==> config.mk <==
export PLATFORM = sky130hd
export DESIGN_NAME = barret_pipe_red
export DESIGN_NICKNAME = d
export VERILOG_FILES = /design/src/rtl/barret_pipe_red_pkg.sv /design/src/rtl/barret_pipe_red_csub.sv /design/src/rtl/barret_pipe_red.sv
export SDC_FILE = /design/constraint.sdc
export NUM_CORES = 1
export LEC_CHECK = 0
export ABC_AREA = 0
export ABC_CLOCK_PERIOD_IN_PS = 4830
export BUFFER_PORTS_ARGS = -buffer_cell sky130_fd_sc_hd__buf_4
export CELL_PAD_IN_SITES_DETAIL_PLACEMENT = 1
export CELL_PAD_IN_SITES_GLOBAL_PLACEMENT = 1
export CORE_MARGIN = 2
export CORE_UTILIZATION = 35
export CTS_BUF_LIST = sky130_fd_sc_hd__clkbuf_16
export CTS_CLUSTER_SIZE = 28
export DETAILED_ROUTE_END_ITERATION = 6
export GPL_TIMING_DRIVEN = 0
export MAX_ROUTING_LAYER = met4
export PLACE_DENSITY_LB_ADDON = 0.12
export REMOVE_ABC_BUFFERS = 1
export SETUP_SLACK_MARGIN = 0.4
export SLEW_MARGIN = 0
export SYNTH_ARGS = -nofsm -noshare
export SYNTH_HDL_FRONTEND = slang
export SYNTH_HIERARCHICAL = 1
export SYNTH_SLANG_ARGS = --single-unit
==> constraint.sdc <==
create_clock -name clk -period 4.83 [get_ports clk]
set_input_delay 0.2415 -clock clk [delete_from_list [all_inputs] [get_ports clk]]
set_output_delay 0.2415 -clock clk [all_outputs]
set_load 0.01 [all_outputs]
==> src/rtl/barret_pipe_red_pkg.sv <==
// Shared Barrett helpers: derived width K, reduction constant MU and the
// modulus legality check used at elaboration.
package barret_pkg;

  function automatic int barret_k(input longint q);
    return $clog2(q);
  endfunction

  function automatic longint barret_mu(input longint q);
    return (64'sd1 <<< (2 * barret_k(q))) / q;
  endfunction

  // A power of two has exactly one bit set, so q & (q-1) is zero for it.
  function automatic bit barret_q_ok(input longint q);
    return (q >= 64'sd3) && ((q & (q - 64'sd1)) != 64'sd0);
  endfunction

endpackage

==> src/rtl/barret_pipe_red_csub.sv <==
// Final Barrett correction: r0 < 4Q, so subtract the largest of 0/Q/2Q/3Q
// that does not exceed r0. Purely combinational.
module barret_csub
  import barret_pkg::*;
#(
  parameter int Q = 421,
  parameter int K = 9
) (
  input  logic [K+1:0] i_r0,
  output logic [K-1:0] o_r
);

  localparam logic [K+1:0] L_Q1 = (K+2)'(Q);
  localparam logic [K+1:0] L_Q2 = (K+2)'(2 * Q);
  localparam logic [K+1:0] L_Q3 = (K+2)'(3 * Q);

  logic         w_ge1;
  logic         w_ge2;
  logic         w_ge3;
  logic [K+1:0] w_sel;
  logic         w_unused_hi;

  assign w_ge1 = (i_r0 >= L_Q1);
  assign w_ge2 = (i_r0 >= L_Q2);
  assign w_ge3 = (i_r0 >= L_Q3);

  // Thermometer-coded compares select the multiple of Q to remove.
  always_comb begin
    w_sel = i_r0;
    case ({w_ge3, w_ge2, w_ge1})
      3'b111:  w_sel = i_r0 - L_Q3;
      3'b011:  w_sel = i_r0 - L_Q2;
      3'b001:  w_sel = i_r0 - L_Q1;
      3'b000:  w_sel = i_r0;
      default: w_sel = i_r0;
    endcase
  end

  assign o_r         = w_sel[K-1:0];
  assign w_unused_hi = |w_sel[K+1:K];

endmodule

==> src/rtl/barret_pipe_red.sv <==
// Three-stage pipelined Barrett reducer (o_r = i_a mod Q) with valid/ready
// backpressure. Defining BARRETT_TAG_EN adds a sideband tag pipeline.
module barret_pipe_red
  import barret_pkg::*;
#(
  parameter  int Q     = 421,
  parameter  int TAG_W = 8,
  localparam int K     = barret_k(Q),
  localparam int IN_W  = 2 * K,
  localparam int MU    = int'(barret_mu(Q))
) (
  input  logic             clk,
  input  logic             rst_n,
  input  logic             i_valid,
  output logic             i_ready,
  input  logic [IN_W-1:0]  i_a,
`ifdef BARRETT_TAG_EN
  input  logic [TAG_W-1:0] i_tag,
  output logic [TAG_W-1:0] o_tag,
`endif
  output logic             o_valid,
  input  logic             o_ready,
  output logic [K-1:0]     o_r
);

  localparam logic [K:0]   L_MU = (K+1)'(MU);
  localparam logic [K-1:0] L_Q  = K'(Q);

  generate
    if (!barret_q_ok(Q)) begin : g_bad_q
      $error("barret_pipe_red: Q must be >= 3 and not a power of two");
    end
  endgenerate

  logic            w_adv;
  logic [K-1:0]    w_q1;
  logic [2*K:0]    w_p;
  logic [K:0]      w_t;
  logic [2*K:0]    w_m;
  logic [2*K:0]    w_diff;
  logic [K+1:0]    w_r0;
  logic [K-1:0]    w_r_red;
  logic            w_unused;

  logic            r_s1_vld;
  logic            r_s2_vld;
  logic            r_o_valid;
  logic [2*K:0]    r_s1_p;
  logic [2*K:0]    r_s2_m;
  logic [IN_W-1:0] r_s1_a;
  logic [IN_W-1:0] r_s2_a;
  logic [K-1:0]    r_o_r;

  assign w_adv   = ~r_o_valid | o_ready;
  assign i_ready = w_adv;
  assign o_valid = r_o_valid;
  assign o_r     = r_o_r;

  assign w_q1   = i_a[IN_W-1:K];
  assign w_p    = {{(K+1){1'b0}}, w_q1} * {{K{1'b0}}, L_MU};
  assign w_t    = r_s1_p[2*K:K];
  assign w_m    = {{K{1'b0}}, w_t} * {{(K+1){1'b0}}, L_Q};
  // Only the low K+2 bits of a - m matter: the true remainder is below 4Q.
  assign w_diff = {1'b0, r_s2_a} - r_s2_m;
  assign w_r0   = w_diff[K+1:0];
  assign w_unused = ^{r_s1_p[K-1:0], w_diff[2*K:K+2]};

  barret_csub #(
    .Q (Q),
    .K (K)
  ) u_csub (
    .i_r0 (w_r0),
    .o_r  (w_r_red)
  );

  // Stage valid bits shift together on advance; a bubble enters as invalid.
  always_ff @(posedge clk or negedge rst_n) begin
    if (!rst_n) begin
      r_s1_vld  <= 1'b0;
      r_s2_vld  <= 1'b0;
      r_o_valid <= 1'b0;
    end else if (w_adv) begin
      r_s1_vld  <= i_valid;
      r_s2_vld  <= r_s1_vld;
      r_o_valid <= r_s2_vld;
    end
  end

  // Datapath registers load on every advance and hold during a stall.
  always_ff @(posedge clk or negedge rst_n) begin
    if (!rst_n) begin
      r_s1_p <= '0;
      r_s1_a <= '0;
      r_s2_m <= '0;
      r_s2_a <= '0;
      r_o_r  <= '0;
    end else if (w_adv) begin
      r_s1_p <= w_p;
      r_s1_a <= i_a;
      r_s2_m <= w_m;
      r_s2_a <= r_s1_a;
      r_o_r  <= w_r_red;
    end
  end

`ifdef BARRETT_TAG_EN
  logic [TAG_W-1:0] r_s1_tag;
  logic [TAG_W-1:0] r_s2_tag;
  logic [TAG_W-1:0] r_o_tag;

  // Tag travels with its word under the same advance/stall control.
  always_ff @(posedge clk or negedge rst_n) begin
    if (!rst_n) begin
      r_s1_tag <= '0;
      r_s2_tag <= '0;
      r_o_tag  <= '0;
    end else if (w_adv) begin
      r_s1_tag <= i_tag;
      r_s2_tag <= r_s1_tag;
      r_o_tag  <= r_s2_tag;
    end
  end

  assign o_tag = r_o_tag;
`else
  logic [TAG_W-1:0] w_unused_tag;
  assign w_unused_tag = {TAG_W{1'b0}};
`endif

endmodule

After elaboration in Yosys (flattened, before gate mapping)

Cells that the tools add are included.

Register bits after elaboration: 63
Input bits: 22
Output and inout bits: 11
Word-level logic and storage cells: 23

$add $sub $neg: 4
Multiply operators: 2
$lt $le $gt $ge: 3
Equal/unequal tests: 3
Mux-type cells: 1
Bitwise operators: 2

Operators with widths:

| kind                                                                                   | count |
|---|---|
| 9-bit case mux with 3 select lines                                                     | 1 |
| 9-bit by 9-bit multiplier with 18-bit output (second input constant)                   | 1 |
| 9-bit subtractor (second input constant)                                               | 2 |
| 11-bit by 10-bit greater-or-equal comparator with 1-bit output (second input constant) | 1 |
| 11-bit greater-or-equal comparator (second input constant)                             | 1 |
| 11-bit by 9-bit greater-or-equal comparator with 1-bit output (second input constant)  | 1 |
| 10-bit by 9-bit multiplier with 11-bit output (second input constant)                  | 1 |
| 11-bit subtractor                                                                      | 1 |
| 9-bit by 8-bit subtractor with 9-bit output (second input constant)                    | 1 |
| 3-bit by 1-bit equality test with 1-bit output (second input constant)                 | 1 |
| 3-bit by 2-bit equality test with 1-bit output (second input constant)                 | 1 |
| 3-bit equality test (second input constant)                                            | 1 |
| 1-bit NOT                                                                              | 1 |
| 1-bit OR                                                                               | 1 |

Depth between registers and ports, before layout

Gate-level depths: netlist (run 1).

Depth after elaboration: 4
Depth in mapped cells: 21
Gate-level depth less buffers: 21

Hierarchy

The synthesis (run 1) kept the hierarchy.

Modules (own cells, without submodules):

| module          | times used | cells an instance | area each (µm²) | seq. area each (µm²) |
|---|---|---|---|---|
| barret_pipe_red | 1          | 541               | 4838.4          | 1376.3 |
| barret_csub     | 1          | 105               | 744.5           | 0.0 |

Worst setup path before layout (run 1)

OpenSTA, ideal clock, no wires.

Kind: reg2reg
Start point: register r_s2_m[0]
End point: register r_o_r[7], in the netlist o_r[7]
Setup time: 0.117 ns
Arrival time: 4.740 ns
Data required time: 4.713 ns
Setup slack: -0.027 ns
Cell stages (with the launch flop): 21
Path buffers: 0
Clock period less this slack: 4.857 ns
Cell sequence: dfrtp_1 -> ha_1 -> fa_1 -> nand2b_1 -> a21boi_0 -> nor3_1 -> o21bai_1 -> xor2_1 -> or4_1 -> a211o_1 -> a31oi_4 -> nor2_1 -> ha_1 -> a21o_1 -> a311oi_1 -> o21ba_2 -> nor2_1 -> a211oi_1 -> o22ai_1 -> nand2_1 -> nand2_1

Cells in the longest elaborated chain, start to end: 4
Elaborated cells between the ends (all ways): 11
Those cells by class: 4 x add/sub; 3 x order compare; 3 x eq/ne; 1 x mux

Ends and longest elaborated chain:

| item                                                                                        | line                       | source |
|---|---|---|
| from (decl)                                                                                 | barret_pipe_red.sv:49      | `logic [2*K:0] r_s2_m;` |
| from (signal assigned)                                                                      | barret_pipe_red.sv:100     | `r_s2_m <= w_m;` |
| 11-bit subtractor (*)                                                                       | barret_pipe_red.sv:64      | `assign w_diff = {1'b0, r_s2_a} - r_s2_m;` |
| net w_diff[6]                                                                               | barret_pipe_red.sv:40      | `logic [2*K:0] w_diff;` |
| 11-bit by 9-bit greater-or-equal comparator with 1-bit output, or another cell as far along | barret_pipe_red_csub.sv:23 | `assign w_ge1 = (i_r0 >= L_Q1);` |
| 3-bit by 1-bit equality test with 1-bit output, or another cell as far along                | barret_pipe_red_csub.sv:30 | `case ({w_ge3, w_ge2, w_ge1})` |
| 9-bit case mux with 3 select lines (*)                                                      | barret_pipe_red_csub.sv:30 |  |
| net w_r_red[7]                                                                              | barret_pipe_red.sv:42      | `logic [K-1:0] w_r_red;` |
| to (signal assigned)                                                                        | barret_pipe_red.sv:102     | `r_o_r <= w_r_red;` |
| to (decl)                                                                                   | barret_pipe_red.sv:52      | `logic [K-1:0] r_o_r;` |

The timed path passes the listed nets; every way through them passes the cells marked *.
A chain may end at the register's enable or synchronous reset.

Worst setup path after layout (run 1)

Start point: register r_s2_m[0]
End point: register r_o_r[8], in the netlist o_r[8]

Same word-level chain as after synthesis.

==> metrics.csv, run 1 <==
stage,metric,value,unit
outcome,outcome,"complete, but fails checks",
outcome,failing checks,negative hold slack,
synthesis,ranking of synthesized cells by area,"dfrtp_1 25%, ha_1 19%, fa_1 12%, nand2_1 8.1%, inv_1 7.3%",
synthesis,adder-cell area share of the yosys netlist,31.0,%
route,Pre-Repair DR Iteration Count,4,
synthesis,Synth top area share,24.7,%
setup_path,Critical R2R Capture,o_r[8]$_DFFE_PN0P_,
final_layout,multi-input logic area,3890,um^2
final_layout,fin area,6520,um^2
timing,# setup viols final,0,
setup_path,Startpoint Class,flop,
synthesis,main combinational cell family by area after synthesis,adder cells,
synthesis,Syn Inst Count,646,
synthesis,Post-synth top flop,dfrtp_1,
final_layout,ANT cells,0,
synthesis,mux cell area share after synthesis,0.359,%
synthesis,Syn Area/Cell,8.64,um^2
clock_tree,Sink Count,55,
synthesis,Async SR Flop Fraction,100,%
synthesis,Netlist Area Pre-Place,5580,um^2
setup_path,Critical Path Sink Type,flop,
placed_design,RePlAce Congestion,0.796,
global_routing,gr ovfl total,0,
final_layout,register area,1380,um^2
setup_path,worst r2r path cells,20,
setup_path,Setup Crit Path Kind,flop to flop,
setup_path,Worst Path Arrival,4.70,ns
timing,Fin. Hold Viols,9,
global_routing,pin count of the biggest net entering global routing,63,
synthesis,"Seq/Total Area, Yosys",24.7,%
final_layout,fillers,1840,
clock_tree,CTS max path bufs,2,
timing,Tightest Pin Transition,0.840,ns
synthesis,number of synthesized flops with an enable pin,0,
placed_design,placed inst area,6020,um^2
floorplanning,Initial Utilization,35.5,%
final_layout,Post-Layout Cell Count,901,
timing,Max Freq,0.222,GHz
timing,final setup skew,0.00899,ns
synthesis,top-count cell post-synth,nand2_1,
route,vias per cell,4.93,
final_layout,layout cells sized above 1,14.5,%
setup_path,critical-path maximum fanout,4,
floorplanning,Rows,46,
synthesis,Compound-Gate Fraction of Synth Area,15.2,%
synthesis,post-synthesis simple-gate area fraction,14.9,%
final_layout,Area Growth Syn to Fin,16.9,%
timing,Max-Slew Margin vs Limit,44.0,%
final_layout,final net count,824,
timing,crit path time final,4.50,ns
route,Iter 0 DRT Violations,176,
floorplanning,Top Ports,33,
timing,RSZ-0062 raised after global routing,true,
floorplanning,Die H,130,um
synthesis,cell accounting for the most synthesized area,dfrtp_1,
placed_design,placed insts,875,
route,"antenna viol nets, final",0,
setup_path,Worst Path Required,5.03,ns
route,DR WL/cell,14.3,um
timing,Slew Limit Fails,0,
floorplanning,core area,15700,um^2
global_routing,first-pass GRT wire length,22600,um
synthesis,Yosys warnings,6,
timing,Hold Slack,-0.00624,ns
clock_tree,clock latency on the worst-skew pair,0.31,ns
setup_path,worst r2r src,r_s2_m[0]$_DFFE_PN0P_,
setup_path,reg2reg setup slack,0.33,ns
route,Residual DRC,0,
clock_tree,clk root buf,clkbuf_16,
synthesis,post-synthesis xor/xnor area fraction,4.64,%
clock_tree,clock-pin slew on the worst setup and hold paths,0.08,ns
clock_tree,cts-stage hold buffer count,0,
route,vias,4439,
hold_path,Min-Delay Path Class,primary input to async pin,
timing,"Period Utilization, post-route",93.2,%
global_routing,initial antenna violation count,0,
global_routing,All-Layer GR Usage,17.0,%
clock_tree,CTS tree,yes,
clock_tree,H-tree levels,2,
synthesis,Synth cell types,65,
synthesis,Seq cells post-synth,55,
synthesis,Synth top cells by count,"121 x nand2_1, 108 x inv_1, 84 x ha_1",
placed_design,post-detail-place hpwl,10000,um
global_routing,vias in the first global route,4695,
floorplanning,Die X,130,um
job,max-cap viol count,0,
route,Post-Route WL,12900,um
placed_design,number of buffers added on ports,32,
floorplanning,die area,17000,um^2
clock_tree,Num CTS Buffers,5,
cell usage in the layout (no fill, tap or decap), types with 2 or more instances in the layout:
cell | synthesis | layout
a211o_1 | 2 | 2
a211oi_1 | 4 | 3
a211oi_2 | 1 | 2
a21o_1 | 7 | 7
a21oi_1 | 26 | 26
a221oi_1 | 2 | 2
a31oi_1 | 7 | 7
a31oi_4 | 1 | 2
and2_0 | 3 | 3
and2_1 | 2 | 2
and3_1 | 4 | 4
buf_4 | 0 | 49
clkbuf_16 | 0 | 5
dfrtp_1 | 55 | 55
fa_1 | 34 | 32
fa_2 | 0 | 2
ha_1 | 84 | 82
ha_4 | 0 | 2
inv_1 | 108 | 107
mux2i_1 | 2 | 2
nand2_1 | 121 | 121
nand2b_1 | 7 | 6
nand3_1 | 3 | 3
nand4_1 | 3 | 3
nor2_1 | 20 | 18
nor2b_1 | 5 | 3
nor2b_4 | 0 | 2
nor3_1 | 10 | 9
nor4_1 | 3 | 3
o211a_1 | 4 | 3
o211ai_1 | 3 | 3
o21ai_0 | 36 | 34
o21ai_4 | 1 | 2
o22ai_1 | 7 | 7
o31ai_1 | 3 | 2
xnor2_1 | 16 | 11
xnor2_2 | 0 | 4
xor2_1 | 11 | 10
worst max path at each step:
stage                               start                endpoint  slack [ns]  cells past startpoint
global route        r_s2_m[0]$_DFFE_PN0P_      o_r[7]$_DFFE_PN0P_        0.18                     22
CTS                 r_s2_m[0]$_DFFE_PN0P_      o_r[8]$_DFFE_PN0P_        0.33                     20
detailed placement  r_s2_m[0]$_DFFE_PN0P_      o_r[7]$_DFFE_PN0P_       -1.04                     20
floorplan           r_s2_m[0]$_DFFE_PN0P_      o_r[7]$_DFFE_PN0P_       -0.06                     20
finish              r_s2_m[0]$_DFFE_PN0P_      o_r[8]$_DFFE_PN0P_        0.33                     20
global placement      o_valid$_DFFE_PN0P_  r_s1_p[17]$_DFFE_PN0P_       -2.08                      5
stage by stage:
| step | setup TNS [ns] | hold WS (ns) | util (%) | setup WS [ns] |
|---|---|---|---|---|
| global placement | -82.15 | 0.348 | 38.1 | -2.08 |
| CTS | 0 | 0.0207 | 41.3 | 0.331 |
| detailed placement | -4.42 | 0.354 | 38.3 | -1.04 |
| floorplan | -0.0984 | -0.0541 | - | -0.0592 |
| finish | 0 | -0.00624 | 41.5 | 0.327 |
| global route | 0 | 0.0474 | 41.5 | 0.180 |
worst max-delay path, stage by stage, from the launching register on:
cell and delay, ns:
dfrtp_1 0.41, ha_4 0.17, fa_2 0.39, nand2b_4 0.16, a21boi_4 0.17, buf_6 0.13, nor2_2 0.05, xnor2_4 0.16
or4_1 0.49, a211o_1 0.32, a31oi_4 0.20, nor2_4 0.06, fa_2 0.36, a311o_2 0.43, nor2b_4 0.14, o21ai_4 0.19
o211ai_1 0.14, a21oi_1 0.16, o22ai_1 0.11, nand2_1 0.06, nand2_1 0.08
sequential cells by signal, indices dropped and copies added, names as in the netlist:
register / cells
r_s1_vld: 1
o_valid: 1
r_s1_a: 11
r_s2_vld: 1
r_s2_a: 11
o_r: 9
r_s2_m: 11
r_s1_p: 10
logic make-up after synthesis:
| group | Yosys count |
|---|---|
| and+or+nand+nor | 189 |
| buffers and inverters | 129 |
| muxes | 2 |
| DFF | 55 |
| xor gates and xnor gates | 28 |
| AOI/OAI and AO/OA | 125 |
| adders and majority gates | 118 |
layer usage:
layer	share of wire, %	routed length (um)	track usage [%]
met1	47	6090	21.1
met3	2.0	255	2.62
met5	0	0	-
met2	50	6420	29.4
met4	1.3	163	3.42
final cells by class:
| cell class | instances | area share [%] |
|---|---|---|
| Multi-Input combinational cell | 462 | 59.6 |
| Clock inverter | 3 | 0.729 |
| Inverter | 109 | 6.29 |
| Sequential cell | 55 | 21.1 |
| Tap cell | 216 | 4.14 |
| Clock buffer | 5 | 1.92 |
| Timing Repair Buffer | 51 | 6.23 |
timing repair:
item,4_1_cts,5_1_grt
pin swaps,18,4
setup endpoints to repair,8,4
resized for setup,31,5
buffers inserted,16,2
Power of run 1 is not shown: default switching activity piles up to over one toggle a cycle in this logic, so the estimate is an artifact.
==> inputs of run 2 (changes only) <==
--- a/config.mk
+++ b/config.mk
@@ -12,5 +12,5 @@
 export CELL_PAD_IN_SITES_GLOBAL_PLACEMENT = 1
 export CORE_MARGIN = 2
-export CORE_UTILIZATION = 35
+export CORE_UTILIZATION = 40
 export CTS_BUF_LIST = sky130_fd_sc_hd__clkbuf_16
 export CTS_CLUSTER_SIZE = 28
==> constraint.sdc (replaced) <==
create_clock -name clk -period 4.83 [get_ports clk]
set_input_delay 0.7245 -clock clk [delete_from_list [all_inputs] [get_ports clk]]
set_output_delay 0.7245 -clock clk [all_outputs]
set_load 0.01 [all_outputs]
==> metrics.csv, run 2 (same netlist as run 1, synthesis figures left out) <==
stage,metric,value,unit
route,Pre-Repair DR Iteration Count,4,
setup_path,crit-path cells,ha_4 -> fa_2 -> buf_4 -> xnor2_2 -> ha_1 -> or4_1 -> a211o_1 -> a31oi_4 -> nor2_4 -> buf_4 -> ha_4 -> a21o_1 -> a311oi_4 -> o21ba_4 -> a21oi_2 -> o211a_1 -> o22ai_1 -> nand2_1 -> nand2_1,
global_routing,gr ovfl total,0,
placed_design,post-detail-place hpwl,9850,um
route,Residual DRC,0,
final_layout,ANT cells,0,
setup_path,Startpoint Class,flop,
floorplanning,Rows,43,
clock_tree,clock-pin slew on the worst setup and hold paths,0.08,ns
global_routing,pin count of the biggest net entering global routing,63,
timing,Max-Slew Margin vs Limit,43.7,%
clock_tree,clock latency on the worst-skew pair,0.31,ns
setup_path,Critical Path Sink Type,flop,
clock_tree,CTS max path bufs,2,
final_layout,Area Growth Syn to Fin,17.5,%
timing,RSZ-0062 raised after global routing,true,
clock_tree,Sink Count,55,
setup_path,Worst Path Arrival,4.72,ns
clock_tree,clk root buf,clkbuf_16,
floorplanning,core area,13800,um^2
setup_path,"slowest stage delay, CP",0.50,ns
floorplanning,Top Ports,33,
hold_path,Min-Delay Path Class,primary input to async pin,
floorplanning,Initial Utilization,40.5,%
setup_path,cell at the slowest stage of the critical path,or4_1,
final_layout,"commonest non-fill, non-tap cells in the layout","120 x nand2_1, 107 x inv_1, 81 x ha_1",
final_layout,layout cells sized above 1,15.6,%
outcome,outcome,finished clean,
global_routing,first-pass GRT wire length,22400,um
timing,Tightest Pin Transition,0.844,ns
global_routing,All-Layer GR Usage,19.2,%
setup_path,reg2reg setup slack,0.36,ns
timing,# setup viols final,0,
floorplanning,Die X,122,um
clock_tree,cts-stage hold buffer count,0,
route,"antenna viol nets, final",0,
route,DR WL/cell,15.1,um
route,Post-Route WL,13200,um
global_routing,initial antenna violation count,0,
placed_design,RePlAce Congestion,0.779,
final_layout,final net count,831,
timing,"Period Utilization, post-route",92.6,%
route,vias,4466,
setup_path,Worst Path Required,5.08,ns
final_layout,Largest regs,"r_s1_a x11, r_s2_a x11, r_s2_m x11",
timing,Setup TNS,0,ns
clock_tree,CTS tree,yes,
setup_path,cell family with most CP delay,compound AO/OA/AOI/OAI gates,
setup_path,Worst Path Buf+Inv,2,
floorplanning,die area,14900,um^2
final_layout,fillers,1640,
timing,Max Freq,0.224,GHz
global_routing,vias in the first global route,4829,
job,max-cap viol count,0,
clock_tree,Num CTS Buffers,5,
setup_path,critical-path maximum fanout,12,
floorplanning,Die H,122,um
setup_path,Setup Crit Path Kind,flop to flop,
timing,crit path time final,4.47,ns
final_layout,"commonest non-fill, non-tap cell in the layout",nand2_1,
timing,Fin. Hold Viols,0,
route,Iter 0 DRT Violations,214,
clock_tree,H-tree levels,2,
route,vias per cell,5.12,
placed_design,number of buffers added on ports,32,
timing,final setup skew,0.0117,ns
timing,Slew Limit Fails,0,
[run 2: cell count changes in the layout (fill, tap and decap cells not counted), sizes merged]
cell and delta:
buf +7, clkinv +1, inv -1
[run 2: layout make-up]
cell class	count	area (um^2)	area share, %
multi-input cells	462	3930	59.8
inverters	109	410	6.25
clock buffers	5	125	1.91
flip-flops and latches	55	1380	21.0
clock inverters	3	38.8	0.591
repair buffers	58	459	7.00
well taps	180	225	3.43
[run 2: path summary, 6_finish.rpt]
check / startpoint / end / depth (start not counted)
min in group clk: r_s1_a[3]$_DFFE_PN0P_ / r_s1_a[3]$_DFFE_PN0P_ / 2
max in group asynchronous: rst_n / r_s1_a[2]$_DFFE_PN0P_ / 1
setup / recovery: r_s2_m[0]$_DFFE_PN0P_ / o_r[7]$_DFFE_PN0P_ / 19
hold / removal: rst_n / r_s1_a[4]$_DFFE_PN0P_ / 1
setup reg to reg: r_s2_m[0]$_DFFE_PN0P_ / o_r[7]$_DFFE_PN0P_ / 19
hold reg to reg: r_s1_a[3]$_DFFE_PN0P_ / r_s1_a[3]$_DFFE_PN0P_ / 2
[run 2: stage by stage]
step / util, % / area [um^2] / hold slack [ns] / cells / worst slack (ns)
2_1_floorplan: - / 5470 / 0.429 / 626 / -0.0617
3_3_place_gp: 43.1 / 5940 / 0.443 / 838 / -2.71
3_5_place_dp: 43.4 / 5980 / 0.461 / 839 / -0.880
4_1_cts: 46.6 / 6410 / 0.480 / 861 / 0.372
5_1_grt: 47.6 / 6560 / 0.504 / 872 / 0.155
6_report: 47.6 / 6560 / 0.473 / 872 / 0.357
[run 2: worst reg2reg max path: cells and delay by family, from the launching register on]
family | cells | cell delay [ns]
compound gates | 8 | 1.69
fa+ha+maj | 4 | 1.04
simple gates | 4 | 0.73
flops | 1 | 0.41
buf+inv | 2 | 0.30
xor+xnor | 1 | 0.27
[run 2: what timing repair did]
action / 4_1_cts / 5_1_grt
pin swaps: 18 / 20
cloned: 0 / 0
gates resized for setup: 32 / 12
endpoints found under the hold margin: 0 / 0
endpoints found under the setup margin: 8 / 8
buffers inserted: 14 / 11
[run 2: layer usage]
metal | track usage (%) | vias to the layer above | part of all wire, %
li1 | - | 2223 | -
met1 | 21.9 | 2200 | 44
met2 | 35.9 | 41 | 53
met3 | 2.67 | 2 | 2.0
met4 | 4.02 | 0 | 0.46
met5 | - | - | 0
Power of run 2 is left out for the same reason.
